**src/rtl/ahb_master_if.sv**
```systemverilog
// Command-side and AHB-side signal bundle for the ahb_master block.
// The master modport is the DUT view; the slave modport is the bus/peer view.
interface ahb_master_if;
   logic         cmd_valid;
   logic         cmd_ready;
   logic         cmd_write;
   logic         cmd_burst;
   logic [31:0]  cmd_addr;
   logic [127:0] cmd_wdata;
   logic [31:0]  HADDR;
   logic [1:0]   HTRANS;
   logic         HWRITE;
   logic [2:0]   HSIZE;
   logic [2:0]   HBURST;
   logic [31:0]  HWDATA;
   logic         HREADY;
   logic [1:0]   HRESP;
   logic [31:0]  HRDATA;
   logic [31:0]  rd_data;
   logic         rd_valid;
   logic         done;
   logic         err;
   logic         busy;

   modport master (
      input  cmd_valid, cmd_write, cmd_burst, cmd_addr, cmd_wdata,
      input  HREADY, HRESP, HRDATA,
      output cmd_ready, HADDR, HTRANS, HWRITE, HSIZE, HBURST, HWDATA,
      output rd_data, rd_valid, done, err, busy
   );

   modport slave (
      output cmd_valid, cmd_write, cmd_burst, cmd_addr, cmd_wdata,
      output HREADY, HRESP, HRDATA,
      input  cmd_ready, HADDR, HTRANS, HWRITE, HSIZE, HBURST, HWDATA,
      input  rd_data, rd_valid, done, err, busy
   );
endinterface

```
**src/rtl/ahb_master.sv**
```systemverilog
// AHB-Lite master issuing one SINGLE or INCR4 word transfer per accepted command,
// with pipelined address/data phases and two-cycle error response handling.
module ahb_master (
   input  logic         HCLK,
   input  logic         HRESETn,
   ahb_master_if.master bus
);
   typedef enum logic [2:0] {S_IDLE, S_ADDR, S_PIPE, S_LAST, S_ERR} state_t;

   localparam logic [1:0] TR_IDLE      = 2'b00;
   localparam logic [1:0] TR_NONSEQ    = 2'b10;
   localparam logic [1:0] TR_SEQ       = 2'b11;
   localparam logic [2:0] BURST_SINGLE = 3'b000;
   localparam logic [2:0] BURST_INCR4  = 3'b011;

   state_t       state_q, state_d;
   logic [1:0]   beat_q, beat_d;
   logic         burst_q, burst_d;
   logic [127:0] wdata_q, wdata_d;
   logic [31:0]  haddr_q, haddr_d;
   logic [1:0]   htrans_q, htrans_d;
   logic         hwrite_q, hwrite_d;
   logic [2:0]   hburst_q, hburst_d;
   logic [31:0]  hwdata_q, hwdata_d;
   logic [31:0]  rd_data_q, rd_data_d;
   logic         rd_valid_q, rd_valid_d;
   logic         done_q, done_d;
   logic         err_q, err_d;

   logic         bad_cmd;
   logic         resp_err;
   logic [31:0]  next_word;

   function automatic logic [31:0] beat_word(input logic [127:0] d, input logic [1:0] n);
      return d[{n, 5'b00000} +: 32];
   endfunction

   // Misaligned starts and INCR4 bursts that would cross a 1 KB boundary are refused on the bus.
   assign bad_cmd   = (bus.cmd_addr[1:0] != 2'b00) ||
                      (bus.cmd_burst && (bus.cmd_addr[9:0] > 10'h3F0));
   assign resp_err  = (bus.HRESP != 2'b00);
   assign next_word = hwrite_q ? beat_word(wdata_q, beat_q) : 32'h0;

   always_comb begin
      state_d    = state_q;
      beat_d     = beat_q;
      burst_d    = burst_q;
      wdata_d    = wdata_q;
      haddr_d    = haddr_q;
      htrans_d   = htrans_q;
      hwrite_d   = hwrite_q;
      hburst_d   = hburst_q;
      hwdata_d   = hwdata_q;
      rd_data_d  = rd_data_q;
      rd_valid_d = 1'b0;
      done_d     = 1'b0;
      err_d      = 1'b0;
      unique case (state_q)
         S_IDLE: begin
            if (bus.cmd_valid) begin
               if (bad_cmd) begin
                  done_d = 1'b1;
                  err_d  = 1'b1;
               end else begin
                  state_d  = S_ADDR;
                  haddr_d  = bus.cmd_addr;
                  htrans_d = TR_NONSEQ;
                  hwrite_d = bus.cmd_write;
                  hburst_d = bus.cmd_burst ? BURST_INCR4 : BURST_SINGLE;
                  burst_d  = bus.cmd_burst;
                  wdata_d  = bus.cmd_wdata;
                  beat_d   = 2'd0;
               end
            end
         end
         S_ADDR: begin
            if (bus.HREADY) begin
               hwdata_d = next_word;
               if (burst_q) begin
                  state_d  = S_PIPE;
                  beat_d   = beat_q + 2'd1;
                  haddr_d  = haddr_q + 32'd4;
                  htrans_d = TR_SEQ;
               end else begin
                  state_d  = S_LAST;
                  htrans_d = TR_IDLE;
                  hburst_d = BURST_SINGLE;
               end
            end
         end
         S_PIPE, S_LAST: begin
            // A data-phase error cancels any address still queued behind it.
            if (resp_err) begin
               htrans_d = TR_IDLE;
               hburst_d = BURST_SINGLE;
               if (bus.HREADY) begin
                  state_d  = S_IDLE;
                  done_d   = 1'b1;
                  err_d    = 1'b1;
                  hwdata_d = 32'h0;
               end else begin
                  state_d = S_ERR;
               end
            end else if (bus.HREADY) begin
               if (!hwrite_q) begin
                  rd_valid_d = 1'b1;
                  rd_data_d  = bus.HRDATA;
               end
               if (state_q == S_LAST) begin
                  state_d  = S_IDLE;
                  done_d   = 1'b1;
                  hwdata_d = 32'h0;
               end else begin
                  hwdata_d = next_word;
                  if (beat_q == 2'd3) begin
                     state_d  = S_LAST;
                     htrans_d = TR_IDLE;
                     hburst_d = BURST_SINGLE;
                  end else begin
                     beat_d   = beat_q + 2'd1;
                     haddr_d  = haddr_q + 32'd4;
                     htrans_d = TR_SEQ;
                  end
               end
            end
         end
         S_ERR: begin
            if (bus.HREADY) begin
               state_d  = S_IDLE;
               done_d   = 1'b1;
               err_d    = 1'b1;
               hwdata_d = 32'h0;
            end
         end
         default: state_d = S_IDLE;
      endcase
   end

   always_ff @(posedge HCLK or negedge HRESETn) begin
      if (!HRESETn) begin
         state_q    <= S_IDLE;
         beat_q     <= 2'd0;
         burst_q    <= 1'b0;
         haddr_q    <= 32'h0;
         htrans_q   <= TR_IDLE;
         hwrite_q   <= 1'b0;
         hburst_q   <= BURST_SINGLE;
         hwdata_q   <= 32'h0;
         rd_data_q  <= 32'h0;
         rd_valid_q <= 1'b0;
         done_q     <= 1'b0;
         err_q      <= 1'b0;
      end else begin
         state_q    <= state_d;
         beat_q     <= beat_d;
         burst_q    <= burst_d;
         haddr_q    <= haddr_d;
         htrans_q   <= htrans_d;
         hwrite_q   <= hwrite_d;
         hburst_q   <= hburst_d;
         hwdata_q   <= hwdata_d;
         rd_data_q  <= rd_data_d;
         rd_valid_q <= rd_valid_d;
         done_q     <= done_d;
         err_q      <= err_d;
      end
   end

   // Command write data is only a payload buffer; it is always loaded before use.
   always_ff @(posedge HCLK) begin
      wdata_q <= wdata_d;
   end

   assign bus.cmd_ready = (state_q == S_IDLE);
   assign bus.busy      = (state_q != S_IDLE);
   assign bus.HADDR     = haddr_q;
   assign bus.HTRANS    = htrans_q;
   assign bus.HWRITE    = hwrite_q;
   assign bus.HSIZE     = 3'b010;
   assign bus.HBURST    = hburst_q;
   assign bus.HWDATA    = hwdata_q;
   assign bus.rd_data   = rd_data_q;
   assign bus.rd_valid  = rd_valid_q;
   assign bus.done      = done_q;
   assign bus.err       = err_q;
endmodule

```
**src/flat_wrapper.sv**
```systemverilog
// flat-port wrapper written by rule: the top's interface ports become plain ports
module ahb_master_flat 
  (HCLK, HRESETn, bus_cmd_valid, bus_cmd_write, bus_cmd_burst, bus_cmd_addr, bus_cmd_wdata, bus_HREADY, bus_HRESP, bus_HRDATA, bus_cmd_ready, bus_HADDR, bus_HTRANS, bus_HWRITE, bus_HSIZE, bus_HBURST, bus_HWDATA, bus_rd_data, bus_rd_valid, bus_done, bus_err, bus_busy);
  ahb_master_if bus_i ();
  input  logic HCLK;
  input  logic HRESETn;
  input wire logic [$bits(bus_i.cmd_valid)-1:0] bus_cmd_valid;
  input wire logic [$bits(bus_i.cmd_write)-1:0] bus_cmd_write;
  input wire logic [$bits(bus_i.cmd_burst)-1:0] bus_cmd_burst;
  input wire logic [$bits(bus_i.cmd_addr)-1:0] bus_cmd_addr;
  input wire logic [$bits(bus_i.cmd_wdata)-1:0] bus_cmd_wdata;
  input wire logic [$bits(bus_i.HREADY)-1:0] bus_HREADY;
  input wire logic [$bits(bus_i.HRESP)-1:0] bus_HRESP;
  input wire logic [$bits(bus_i.HRDATA)-1:0] bus_HRDATA;
  output wire logic [$bits(bus_i.cmd_ready)-1:0] bus_cmd_ready;
  output wire logic [$bits(bus_i.HADDR)-1:0] bus_HADDR;
  output wire logic [$bits(bus_i.HTRANS)-1:0] bus_HTRANS;
  output wire logic [$bits(bus_i.HWRITE)-1:0] bus_HWRITE;
  output wire logic [$bits(bus_i.HSIZE)-1:0] bus_HSIZE;
  output wire logic [$bits(bus_i.HBURST)-1:0] bus_HBURST;
  output wire logic [$bits(bus_i.HWDATA)-1:0] bus_HWDATA;
  output wire logic [$bits(bus_i.rd_data)-1:0] bus_rd_data;
  output wire logic [$bits(bus_i.rd_valid)-1:0] bus_rd_valid;
  output wire logic [$bits(bus_i.done)-1:0] bus_done;
  output wire logic [$bits(bus_i.err)-1:0] bus_err;
  output wire logic [$bits(bus_i.busy)-1:0] bus_busy;
  assign bus_i.cmd_valid = bus_cmd_valid;
  assign bus_i.cmd_write = bus_cmd_write;
  assign bus_i.cmd_burst = bus_cmd_burst;
  assign bus_i.cmd_addr = bus_cmd_addr;
  assign bus_i.cmd_wdata = bus_cmd_wdata;
  assign bus_i.HREADY = bus_HREADY;
  assign bus_i.HRESP = bus_HRESP;
  assign bus_i.HRDATA = bus_HRDATA;
  assign bus_cmd_ready = bus_i.cmd_ready;
  assign bus_HADDR = bus_i.HADDR;
  assign bus_HTRANS = bus_i.HTRANS;
  assign bus_HWRITE = bus_i.HWRITE;
  assign bus_HSIZE = bus_i.HSIZE;
  assign bus_HBURST = bus_i.HBURST;
  assign bus_HWDATA = bus_i.HWDATA;
  assign bus_rd_data = bus_i.rd_data;
  assign bus_rd_valid = bus_i.rd_valid;
  assign bus_done = bus_i.done;
  assign bus_err = bus_i.err;
  assign bus_busy = bus_i.busy;
  ahb_master u_core (.HCLK(HCLK), .HRESETn(HRESETn), .bus(bus_i));
endmodule
```
**config.mk**
```make
export PLATFORM = sky130hd
export DESIGN_NAME = ahb_master_flat
export DESIGN_NICKNAME = d
export VERILOG_FILES = /design/src/rtl/ahb_master_if.sv /design/src/rtl/ahb_master.sv /design/src/flat_wrapper.sv
export SDC_FILE = /design/constraint.sdc
export NUM_CORES = 1
export LEC_CHECK = 0
export BUFFER_PORTS_ARGS = -buffer_cell sky130_fd_sc_hd__buf_2
export CORE_MARGIN = 4
export CORE_UTILIZATION = 51
export CTS_CLUSTER_SIZE = 14
export DETAILED_ROUTE_END_ITERATION = 6
export PLACE_DENSITY_LB_ADDON = 0.25
export SKIP_CTS_REPAIR_TIMING = 1
export SLEW_MARGIN = 20
export SYNTH_ARGS = -nofsm -noshare
export SYNTH_HDL_FRONTEND = slang
export SYNTH_SLANG_ARGS = --single-unit
```
**constraint.sdc**
```tcl
create_clock -name HCLK -period 6.1 [get_ports HCLK]
set_input_delay 0.305 -clock HCLK [delete_from_list [all_inputs] [get_ports HCLK]]
set_output_delay 0.305 -clock HCLK [all_outputs]
set_load 0.01 [all_outputs]
```
# Word-level counts from Yosys, hierarchy flattened
# Cells that the tools add are included.
dict set report word_totals {
  regBits 239
  latch_bits 0
  mem_bits_rw 0
  mem_bits_ro 0
  in_bits 200
  out_inout_bits 110
  wordCells 123
  mem_count 0
}
dict set report op_classes {
  n_addsub 2
  n_mul 0
  div_mod_pow 0
  magnitude_cmp 1
  eq_ne 19
  shift 1
  muxes 68
  n_bitwise 3
  n_reduce_logical 16
}
# operator count
set op_table {}
lappend op_table {{$mux 32} 14}
lappend op_table {{$pmux 32 s3} 2}
lappend op_table {{$shiftx 128x8->32} 1}
lappend op_table {{$mux 3} 17}
lappend op_table {{$mux 2} 17}
lappend op_table {{$add 32x3->32 const B} 1}
lappend op_table {{$ne 2x2->1 const B} 9}
lappend op_table {{$mux 1} 12}
lappend op_table {{$pmux 2 s3} 2}
lappend op_table {{$pmux 3 s4} 1}
lappend op_table {{$reduce_and 6->1} 2}
lappend op_table {{$gt 10x10->1 const B} 1}
lappend op_table {{$pmux 3 s3} 1}
lappend op_table {{$reduce_and 9->1} 1}
lappend op_table {{$reduce_bool 3->1} 3}
lappend op_table {{$reduce_and 8->1} 1}
lappend op_table {{$eq 3x2->1 const B} 2}
lappend op_table {{$ne 3x2->1 const B} 2}
lappend op_table {{$pmux 1 s3} 2}
lappend op_table {{$reduce_and 3->1} 2}
lappend op_table {{$ne 4x1->1 const B} 1}
lappend op_table {{$reduce_and 4->1} 1}
lappend op_table {{$reduce_bool 2->1} 2}
lappend op_table {{$eq 3x1->1 const B} 1}
lappend op_table {{other kinds (10)} 12}

# Longest topological paths before layout
dict set report logic_depth {
  word_depth 6
  mapped_depth 9
  ltp_nobuf 6
}

# Worst setup path before layout
# OpenSTA, ideal clock, no wires.
dict set report synth_timing {
  kind {reg-to-reg}
  from {register u_core.state_q[2]}
  to {register u_core.hwrite_q (netlist: u_core.bus.HWRITE)}
  setup_time_ns 0.084
  arrival_ns 5.469
  setup_slack_ns 0.547
  path_stages_with_launch 6
  path_buffers 2
  period_less_slack_ns 5.553
  cell_sequence {dfrtp_1 > clkbuf_1 > nor3_1 > and3_1 > clkbuf_1 > mux2_2}
}
dict set report synth_via {
  elab_chain_cells 2
}
# item line
set synth_rtl {}
lappend synth_rtl {{from (decl)} ahb_master.sv:16} ;# state_t state_q, state_d;
lappend synth_rtl {{from (signal assigned)} ahb_master.sv:154} ;# state_q <= state_d;
lappend synth_rtl {{$logic_not 3->1} -}
lappend synth_rtl {{net bus_cmd_ready} flat_wrapper.sv:15} ;# output wire logic [$bits(bus_i.cmd_ready)-1:0] bus_cmd_ready;
lappend synth_rtl {{$reduce_and 3->1 (no line)} -}
lappend synth_rtl {{to (signal assigned)} ahb_master.sv:159} ;# hwrite_q <= hwrite_d;
lappend synth_rtl {{to (decl)} ahb_master.sv:22} ;# logic hwrite_q, hwrite_d;
# The timed path passes the listed nets, and every way through them passes these cells.
# A chain may end at the register's enable or synchronous reset.

# Worst setup path in the final report
dict set report layout_timing {
  from {register u_core.state_q[2]}
  to {register u_core.wdata_q[25] (enable)}
}
dict set report layout_via {
  elab_chain_cells 2
}
# item line
set layout_rtl {}
lappend layout_rtl {{$logic_not 3->1} ahb_master.sv:58} ;# unique case (state_q)
lappend layout_rtl {{$reduce_and 3->1 (no line)} -}
lappend layout_rtl {{to (signal assigned)} ahb_master.sv:171} ;# wdata_q <= wdata_d;
lappend layout_rtl {{to (decl)} ahb_master.sv:19} ;# logic [127:0] wdata_q, wdata_d;
# Every way passes these cells.

==> results.ini <==
[run_status]
outcome = complete, but fails checks
failed_checks = negative hold slack

[critical_path]
worst_path_dominant_cell_family = simple AND/OR/NAND/NOR gates
path_class = reg -> reg
crit_path_end_kind = flip-flop
r2r_slack_ns = 3.24
path_buf_inv = 2
cp_max_fo = 47
start_kind = flip-flop
worstPathRequired_ns = 6.26
path_cells = nor3_1 > and3_4 > buf_12 > buf_4
arrival_ns = 3.02
slowest_delay_ns = 0.63
slowest_stage = and3_4

[synthesis]
synth_fa_ha_area_frac = 0.00255
ys.warnings.count = 0
ys_seq_area_frac = 0.670
muxShareOfSynthArea = 0.0757
syn_inst = 765
syn_area_mm2 = 0.00981
ys_ff_latch = 237
yosys.area_share.simple = 0.116
synthArstFlopShare = 0.460
synth_area_per_cell_um2 = 12.8
synth_xor_area_frac = 0
synthFlopType = edfxtp_1
synth-compound-area-share = 0.0928
synth_edf_count = 128
synth_top_family_by_area = simple AND/OR/NAND/NOR gates
ys_types = 56

[power]
leakage_nw = 6.17
pwr-share-clk = 0.261
pwr-share-comb = 0.336
p_sw_mw = 2.02
internal_power_mw = 3.74
p_total_mw = 5.76
peakVddDrop_uv = 232
p_sw_frac = 0.351
power_frac_seq = 0.403
powerDensity_mw_per_mm2 = 416

[timing]
worst_slack_ns = 3.24
tightest_slew_ns = 0.976
period_needed_ns = 2.86
whs_ns = -0.00814
finClkSkew_ns = 0.0206
finalCritPeriodShare = 0.469
rsz0062_at_grt = no
drv_slew = 0
setup_viol = 0
finalHoldViolCount = 3
fmax_ghz = 0.349
setup_tns_ns = 0
max-slew-margin-rel = 0.344

[global_routing]
antenna_found_initial = 0
grt_max_degree = 87
overflow = 0
grt_usage = 0.214
grt_first_pass_wirelength_um = 37000
grt_pass1_vias = 6996

[layout]
multi_input_area_mm2 = 0.00285
fin_area_mm2 = 0.0139
syn2layout_area_growth_pct = 41.2
fillers = 1188
final_nets = 1416
register_area_mm2 = 0.00657
drive_gt1_frac = 0.324

[die]
io_pins = 310
rows = 50
core_mm2 = 0.0188
die_area_mm2 = 0.0215
die_y_um = 147
start_util = 0.521
die-width_um = 147

[cts]
cts-root-buf = clkbuf_16
cts_sinks = 237
clkLatencyLatePin_ns = 0.53
htreeDepth = 1
cts_tree = built
numCtsBuffers = 25
clk_transition_reported_paths_ns = 0.06
clockBufferDepth = 3

[drt]
first_iter_violations = 472
viasPerCell = 5.31
drt_pass1_iterations = 5
avgRoutedWirePerCell_um = 19.2
wirelength_um = 28700
vias = 7937
remaining_drc_errors = 0
antenna_left = 0

[placed_design]
dp_slack_ns = 3.08
gp_congestion = 0.836
place_area_mm2 = 0.0115
place_hpwl_um = 15800
portBuffers = 305

[run]
cap_violations = 0

[worst_hold_path]
hold_path_class = in -> reg

-- placed cells by master, fill, tap and decap left out, drive strengths merged, types with 5 or more instances in the layout --
cell type / count
dfrtp: 109
o22ai: 10
nor2: 19
nand2: 162
and3: 7
dlygate4sd3: 153
mux4: 32
a32oi: 8
nand3: 16
a2bb2oi: 8
clkinv: 13
edfxtp: 128
nor2b: 5
inv: 40
clkbuf: 27
buf: 315
o21ai: 62
a21oi: 34
nor3: 10
nand4: 13
nor4: 5
-- metrics by stage --
stage	cells	util
after global routing	1493	0.736
after CTS	1339	0.654
after detailed placement	1293	0.611
final	1494	0.736
after global placement	1293	0.611
after floorplan	767	-
-- sequential cells by signal (all words and copies together), names as in the netlist, 2 cells and up --
register / flops
u_core.bus.rd_data: 32
u_core.bus.HWDATA: 32
u_core.bus.HTRANS: 2
u_core.state_q: 3
u_core.bus.HADDR: 32
u_core.beat_q: 2
u_core.wdata_q: 128
-- cell usage after synthesis, types with 10 or more instances --
master	n	share of area
clkbuf_1	27	0.010
nor3_1	10	0.0051
o22ai_1	10	0.0064
edfxtp_1	128	0.39
dfrtp_1	109	0.28
nand2_1	162	0.062
nand3_1	16	0.0082
inv_1	39	0.015
o21ai_0	62	0.032
nor2_1	19	0.0073
nand4_1	13	0.0083
mux4_2	32	0.073
a21oi_1	34	0.017
-- layer usage --
| metal | up-vias | GRT usage | wire [um] |
|---|---|---|---|
| met5 | - | 0 | 0 |
| met4 | 0 | 0.0555 | 766 |
| met1 | 3821 | 0.284 | 10700 |
| li1 | 3673 | - | - |
| met2 | 387 | 0.351 | 14600 |
| met3 | 56 | 0.0598 | 2590 |
-- power by group through the flow --
| stage | registers [mW] | clock network, mW | logic (mW) |
|---|---|---|---|
| global route | 2.37 | 1.60 | 2.14 |
| floorplan | 2.43 | 0 | 1.08 |
| global placement | 2.33 | 0 | 1.79 |
| finish | 2.32 | 1.50 | 1.93 |
| detailed placement | 2.34 | 0 | 1.83 |
| CTS | 2.31 | 1.52 | 1.83 |
-- worst paths after layout --
| check | cells past startpoint | start | endpoint |
|---|---|---|---|
| max in group asynchronous | 3 | HRESETn | u_core.beat_q[0] |
| setup / recovery | 4 | u_core.state_q[2] | u_core.wdata_q[25] |
| hold / removal | 3 | bus_HRDATA[6] | u_core.bus.rd_data[6] |
| hold reg to reg | 2 | u_core.bus.rd_data[10] | u_core.bus.rd_data[10] |
| min in group asynchronous | 2 | HRESETn | u_core.bus.rd_data[7] |
| setup reg to reg | 4 | u_core.state_q[2] | u_core.wdata_q[25] |
-- cell families (layout without fill, tap and decap cells) --
kind of cell / Yosys count / count (layout)
AND/OR/NAND/NOR: 252 / 252
multiplexers: 34 / 34
buffers and inverters: 88 / 554
AO/OA/AOI/OAI: 150 / 150
adder cells (fa/ha/maj): 2 / 2
flip-flops: 237 / 237
other: 2 / 5
-- worst reg2reg max path, cell delays in order, from the launching register on --
cell and delay (ns):
dfrtp_1 0.51, nor3_1 0.45, and3_4 0.63, buf_12 0.33, buf_4 0.58
-- cell type report --
cell class | count | share of cell area
sequential | 237 | 0.474
timing repair buffer | 468 | 0.227
multi-input combinational | 442 | 0.205
clock buffer | 27 | 0.0457
tap | 260 | 0.0235
clock inverter | 19 | 0.0127
inverter | 40 | 0.0112
antenna | 1 | 0.000181
No activity file was read; power rests on OpenSTA's default activity.
